$ cat src/rtl/phy_tx.sv
// Two-lane serializing transmit PHY: COM preamble after reset/enable, then 32-bit words or IDLE fill.
// Optional SKP insertion is enabled by defining PHY_TX_SKP_EN.
module phy_tx #(
   parameter int unsigned SYNC_SLOTS   = 2,
   parameter logic [7:0]  COM_SYM      = 8'hBC,
   parameter logic [7:0]  IDLE_SYM     = 8'h7C,
   parameter logic [7:0]  SKP_SYM      = 8'h1C,
   parameter int unsigned SKP_INTERVAL = 16
) (
   input  logic        clk32,
   input  logic        reset_L,
   input  logic        enable,
   input  logic [31:0] data_in,
   input  logic        valid_in,
   output logic        ready_out,
   output logic        serial_o0,
   output logic        serial_o1,
   output logic        active
);

   localparam int unsigned    SCW       = (SYNC_SLOTS > 1) ? $clog2(SYNC_SLOTS) : 1;
   localparam logic [SCW-1:0] SYNC_LAST = SCW'(SYNC_SLOTS - 1);

   typedef enum logic [1:0] {ST_OFF, ST_SYNC, ST_RUN} state_t;

   state_t         state_q, state_d;
   logic [3:0]     bit_cnt_q, bit_cnt_d;
   logic [SCW-1:0] sync_cnt_q, sync_cnt_d;
   logic [15:0]    sh0_q, sh0_d;
   logic [15:0]    sh1_q, sh1_d;
   logic           ready_q, ready_d;
   logic           active_q, active_d;
   logic           load_run;
   logic           xfer;

`ifdef PHY_TX_SKP_EN
   localparam int unsigned    RCW    = $clog2(SKP_INTERVAL + 1);
   localparam logic [RCW-1:0] SKP_AT = RCW'(SKP_INTERVAL);
   logic [RCW-1:0] run_cnt_q, run_cnt_d;
`endif

   always_comb begin
      state_d    = state_q;
      bit_cnt_d  = bit_cnt_q + 4'd1;
      sync_cnt_d = sync_cnt_q;
      sh0_d      = {sh0_q[14:0], 1'b0};
      sh1_d      = {sh1_q[14:0], 1'b0};
      active_d   = active_q;
      load_run   = 1'b0;
      xfer       = valid_in & ready_q;
`ifdef PHY_TX_SKP_EN
      run_cnt_d  = run_cnt_q;
`endif
      if (!enable) begin
         state_d    = ST_OFF;
         bit_cnt_d  = '0;
         sync_cnt_d = '0;
         sh0_d      = '0;
         sh1_d      = '0;
         active_d   = 1'b0;
`ifdef PHY_TX_SKP_EN
         run_cnt_d  = '0;
`endif
      end else begin
         case (state_q)
            ST_OFF: begin
               state_d    = ST_SYNC;
               bit_cnt_d  = '0;
               sync_cnt_d = '0;
               sh0_d      = {COM_SYM, COM_SYM};
               sh1_d      = {COM_SYM, COM_SYM};
            end
            ST_SYNC: begin
               if (bit_cnt_q == 4'd15) begin
                  if (sync_cnt_q == SYNC_LAST) begin
                     state_d  = ST_RUN;
                     active_d = 1'b1;
                     load_run = 1'b1;
                  end else begin
                     sync_cnt_d = sync_cnt_q + 1'b1;
                     sh0_d      = {COM_SYM, COM_SYM};
                     sh1_d      = {COM_SYM, COM_SYM};
                  end
               end
            end
            ST_RUN: begin
               if (bit_cnt_q == 4'd15) load_run = 1'b1;
            end
            default: begin
               state_d    = ST_OFF;
               bit_cnt_d  = '0;
               sync_cnt_d = '0;
               sh0_d      = '0;
               sh1_d      = '0;
               active_d   = 1'b0;
            end
         endcase
      end

      // ready_q is only ever high on a slot boundary, so xfer implies load_run
      if (load_run) begin
         if (xfer) begin
            sh0_d = data_in[31:16];
            sh1_d = data_in[15:0];
         end else begin
            sh0_d = {IDLE_SYM, IDLE_SYM};
            sh1_d = {IDLE_SYM, IDLE_SYM};
         end
`ifdef PHY_TX_SKP_EN
         run_cnt_d = run_cnt_q + 1'b1;
         if (run_cnt_q == SKP_AT) begin
            sh0_d     = {SKP_SYM, SKP_SYM};
            sh1_d     = {SKP_SYM, SKP_SYM};
            run_cnt_d = '0;
         end
`endif
      end

      ready_d = (bit_cnt_d == 4'd15) &&
                ((state_d == ST_RUN) || ((state_d == ST_SYNC) && (sync_cnt_d == SYNC_LAST)));
`ifdef PHY_TX_SKP_EN
      if (run_cnt_d == SKP_AT) ready_d = 1'b0;
`endif
   end

   always_ff @(posedge clk32 or negedge reset_L) begin
      if (!reset_L) begin
         state_q    <= ST_OFF;
         bit_cnt_q  <= '0;
         sync_cnt_q <= '0;
         sh0_q      <= '0;
         sh1_q      <= '0;
         ready_q    <= 1'b0;
         active_q   <= 1'b0;
`ifdef PHY_TX_SKP_EN
         run_cnt_q  <= '0;
`endif
      end else begin
         state_q    <= state_d;
         bit_cnt_q  <= bit_cnt_d;
         sync_cnt_q <= sync_cnt_d;
         sh0_q      <= sh0_d;
         sh1_q      <= sh1_d;
         ready_q    <= ready_d;
         active_q   <= active_d;
`ifdef PHY_TX_SKP_EN
         run_cnt_q  <= run_cnt_d;
`endif
      end
   end

   assign serial_o0 = sh0_q[15];
   assign serial_o1 = sh1_q[15];
   assign ready_out = ready_q;
   assign active    = active_q;

endmodule
$ cat config.mk
export PLATFORM = sky130hd
export DESIGN_NAME = phy_tx
export DESIGN_NICKNAME = d
export VERILOG_FILES = /design/src/rtl/phy_tx.sv
export SDC_FILE = /design/constraint.sdc
export NUM_CORES = 1
export LEC_CHECK = 0
export CAP_MARGIN = 20
export CORE_MARGIN = 4
export CORE_UTILIZATION = 50
export CTS_CLUSTER_DIAMETER = 200
export DETAILED_ROUTE_END_ITERATION = 8
export MAX_ROUTING_LAYER = met4
export PLACE_DENSITY = 0.79
export SETUP_SLACK_MARGIN = 0.05
export SYNTH_ARGS = -nofsm -noshare
export SYNTH_HDL_FRONTEND = slang
export SYNTH_SLANG_ARGS = --single-unit
$ cat constraint.sdc
create_clock -name clk32 -period 4.5 [get_ports clk32]
set_clock_uncertainty 0.2 [all_clocks]
set_input_delay 0.45 -clock clk32 [delete_from_list [all_inputs] [get_ports clk32]]
set_output_delay 0.45 -clock clk32 [all_outputs]
set_load 0.01 [all_outputs]
==> impl_metrics.py <==
metrics = {
    "outcome": {
        "status": "finished, final reports clean",
    },
    "drt": {
        "drt_iter0_markers": 74,
        "via_per_inst": 5.62,
        "vias": 1417,
        "drc": 0,
        "wl_per_cell_um": 16.1,
        "ant_nets": 0,
        "first_pass_iters": 4,
        "finalWirelength_um": 4060,
    },
    "power": {
        "vdd_drop_max_mv": 0.168,
        "pwr-share-clk_pct": 25.7,
        "p_seq_share_pct": 58.9,
        "p_int_mw": 0.502,
        "power_leakage_nw": 1.00,
        "power_mw": 0.678,
        "power.switching_mw": 0.176,
        "swShare_pct": 26.0,
        "powerDensity_nw_per_um2": 299,
        "pwr-share-comb_pct": 15.4,
    },
    "grt": {
        "grt_max_degree": 42,
        "antenna_found_initial": 0,
        "groute.usage.overall_pct": 19.7,
        "grt_overflow_total": 0,
        "grt_pass1_wl_um": 6560,
        "grt_pass1_vias": 1419,
    },
    "clocking": {
        "clk_path_buf_depth": 2,
        "cts_buffers": 5,
        "cts_tree": "built",
        "cts_hold_buf": 0,
        "clkTransAtPathRegs_ns": 0.11,
        "post-cts-setup-buffer-count": 0,
        "cts_root_buffer": "clkbuf_4",
        "cts_num_sinks": 41,
        "htreeDepth": 2,
        "cts_resized": 0,
        "clkLatencyLatePin_ns": 0.34,
    },
    "setup_path": {
        "ff2ff_setup_slack_ns": 2.17,
        "worst_ep_arrival_time_ns": 2.35,
        "critPathKind": "flop to flop",
        "cp-start-kind": "flop",
        "ff2ff_path_depth": 7,
        "cp_slowest_cell": "dfrtp_1",
        "reg2reg_to": "sh0_q[1]$_DFF_PN0_",
        "path_cells": "inv_1 > ha_1 > nand2_2 > o311ai_2 > buf_4 > a21oi_2 > a22o_1",
        "end_kind": "flop",
        "cp_max_fo": 21,
        "cp.required_ns": 4.52,
        "slowest_delay_ns": 0.46,
        "r2r_start": "state_q[0]$_DFF_PN0_",
    },
    "job": {
        "max-cap-violations": 0,
    },
    "synthesis": {
        "yosysWarnings": 0,
        "synth_top_family_by_area": "compound AO/OA/AOI/OAI gates",
        "synthCells": 169,
        "synthDistinctLibCells": 35,
        "synth.area.mux_share_pct": 0,
        "syn_area_per_cell_um2": 10.8,
        "synth_compound_area_share_pct": 22.7,
        "syn-num-nets": 210,
        "yosys.area_share.adder_pct": 3.44,
        "synth_xor_area_share_pct": 0.962,
        "synth_area_um2": 1820,
        "synth_seq_cells": 41,
        "ys_seq_area_share_pct": 56.4,
        "synth-simple-area-share_pct": 12.4,
    },
    "place": {
        "place.gp.congestion": 0.786,
        "dpl.cell_count": 244,
        "io_buffer_count": 39,
        "dp_hpwl_um": 2770,
        "place_ws_ns": 1.90,
    },
    "cells_and_area": {
        "fin_cells": 252,
        "fin_nets": 246,
        "drive_gt1_share_pct": 7.77,
        "final_cell_mix": "41 x dfrtp_1, 38 x clkdlybuf4s50_1, 25 x nor2_1, 23 x a21oi_1, 16 x o22ai_1",
        "multi_input_area_um2": 719,
        "final_common_cell": "dfrtp_1",
        "register_area_um2": 1030,
        "syn_to_final_growth_pct": 24.7,
        "post-route-util_pct": 66.4,
        "insertedDiodeCount": 0,
        "n_fill_cell": 284,
    },
    "floorplanning": {
        "dieArea_um2": 4670,
        "start_util_pct": 53.3,
        "die_w_um": 68.3,
        "core-area_um2": 3420,
        "rows": 21,
        "die_h_um": 68.3,
        "io_pins": 40,
    },
    "sta": {
        "finalCritPeriodShare_pct": 51.7,
        "fmax_mhz": 430,
        "final.setup.tns_ns": 0,
        "slew_headroom_pct": 42.2,
        "setup_ws_ns": 2.17,
        "rsz0062_at_grt": "false",
        "worst_slew_pin_slew_ns": 0.867,
        "setup_viol": 0,
        "post-route-min-period_ns": 2.33,
        "slew_violations": 0,
        "hold_viol": 0,
    },
    "min_path": {
        "min_path_type": "input port to async pin",
    },
}
[flip-flops by register name, indices dropped and copies added, names as in the netlist]
signal,count
sh0_q,16
active,1
bit_cnt_q,4
sh1_q,16
state_q,2
sync_cnt_q,1
ready_out,1
[critical path, delay by kind of cell, from the launching register on]
| kind | cells | cell delay, ns |
|---|---|---|
| DFF | 1 | 0.46 |
| adders and majority gates | 1 | 0.32 |
| and+or+nand+nor | 1 | 0.10 |
| buffers and inverters | 2 | 0.42 |
| AOI/OAI and AO/OA | 3 | 0.72 |
[routing by layer]
layer	global-route usage [%]	vias to the layer above	routed length, um
met5	-	-	0
met4	5.96	0	44
li1	-	687	-
met2	29.4	55	1840
met3	4.60	5	263
met1	26.8	670	1910
[synthesized netlist by cell type (all sizes together)]
| cell | number | area, um2 |
|---|---|---|
| a21oi | 24 | 124 |
| a22o | 6 | 52.6 |
| a32o | 1 | 10.0 |
| and2 | 2 | 12.5 |
| and3 | 1 | 6.26 |
| and3b | 2 | 17.5 |
| and4 | 1 | 8.76 |
| buf | 5 | 33.8 |
| clkbuf | 7 | 26.3 |
| dfrtp | 41 | 1030 |
| ha | 5 | 62.6 |
| inv | 4 | 15.0 |
| nand2 | 2 | 10.0 |
| nand3 | 2 | 10.0 |
| nand3b | 1 | 7.51 |
| nand4 | 1 | 6.26 |
| nand4b | 2 | 17.5 |
| nor2 | 26 | 105 |
| nor2b | 1 | 6.26 |
| o2111a | 1 | 11.3 |
| o211ai | 1 | 7.51 |
| o21ai | 3 | 15.0 |
| o21bai | 1 | 7.51 |
| o22ai | 16 | 100 |
| o2bb2ai | 8 | 70.1 |
| o311ai | 1 | 16.3 |
| or2 | 1 | 6.26 |
| or3 | 1 | 11.3 |
| xnor2 | 1 | 8.76 |
| xor2 | 1 | 8.76 |
[power groups by stage]
stage               Clock (mW)  Combinational (mW)  Sequential (mW)
floorplan                    0              0.0510            0.404
global placement             0               0.102            0.405
detailed placement           0               0.105            0.406
CTS                      0.180               0.105            0.399
global route             0.195               0.116            0.401
finish                   0.174               0.105            0.399
[through the flow]
stage | hold slack [ns] | cell area, um2
after floorplan | -0.0456 | 1820
after global placement | 0.240 | 2220
after detailed placement | 0.242 | 2220
after CTS | 0.0456 | 2270
after global routing | 0.0653 | 2270
final | 0.0144 | 2270
[worst max-delay path by stage]
stage	from	endpoint	slack (ns)	cells past startpoint
finish	state_q[0]$_DFF_PN0_	sh0_q[1]$_DFF_PN0_	2.17	7
global route	state_q[0]$_DFF_PN0_	sh0_q[1]$_DFF_PN0_	2.03	7
detailed placement	enable	sh0_q[1]$_DFF_PN0_	1.90	6
CTS	state_q[0]$_DFF_PN0_	sh0_q[9]$_DFF_PN0_	2.19	7
global placement	enable	sh0_q[1]$_DFF_PN0_	2.00	6
floorplan	state_q[0]$_DFF_PN0_	sh0_q[0]$_DFF_PN0_	2.58	7
[area by class of cell]
cell class / count / area share, %
clock buffers: 6 / 1.82
clock inverters: 2 / 0.441
inverters: 4 / 0.662
multi-input cells: 112 / 31.7
flip-flops and latches: 41 / 45.2
well taps: 46 / 2.54
repair buffers: 41 / 17.6
[cell families (layout without fill, tap and decap cells)]
group           count (synthesis)  count (layout)
fa+ha+maj                       5               5
buf+inv                        16              53
xor+xnor                        2               2
compound gates                 62              62
flops                          41              41
simple gates                   43              43
No activity file was read; power rests on OpenSTA's default activity.
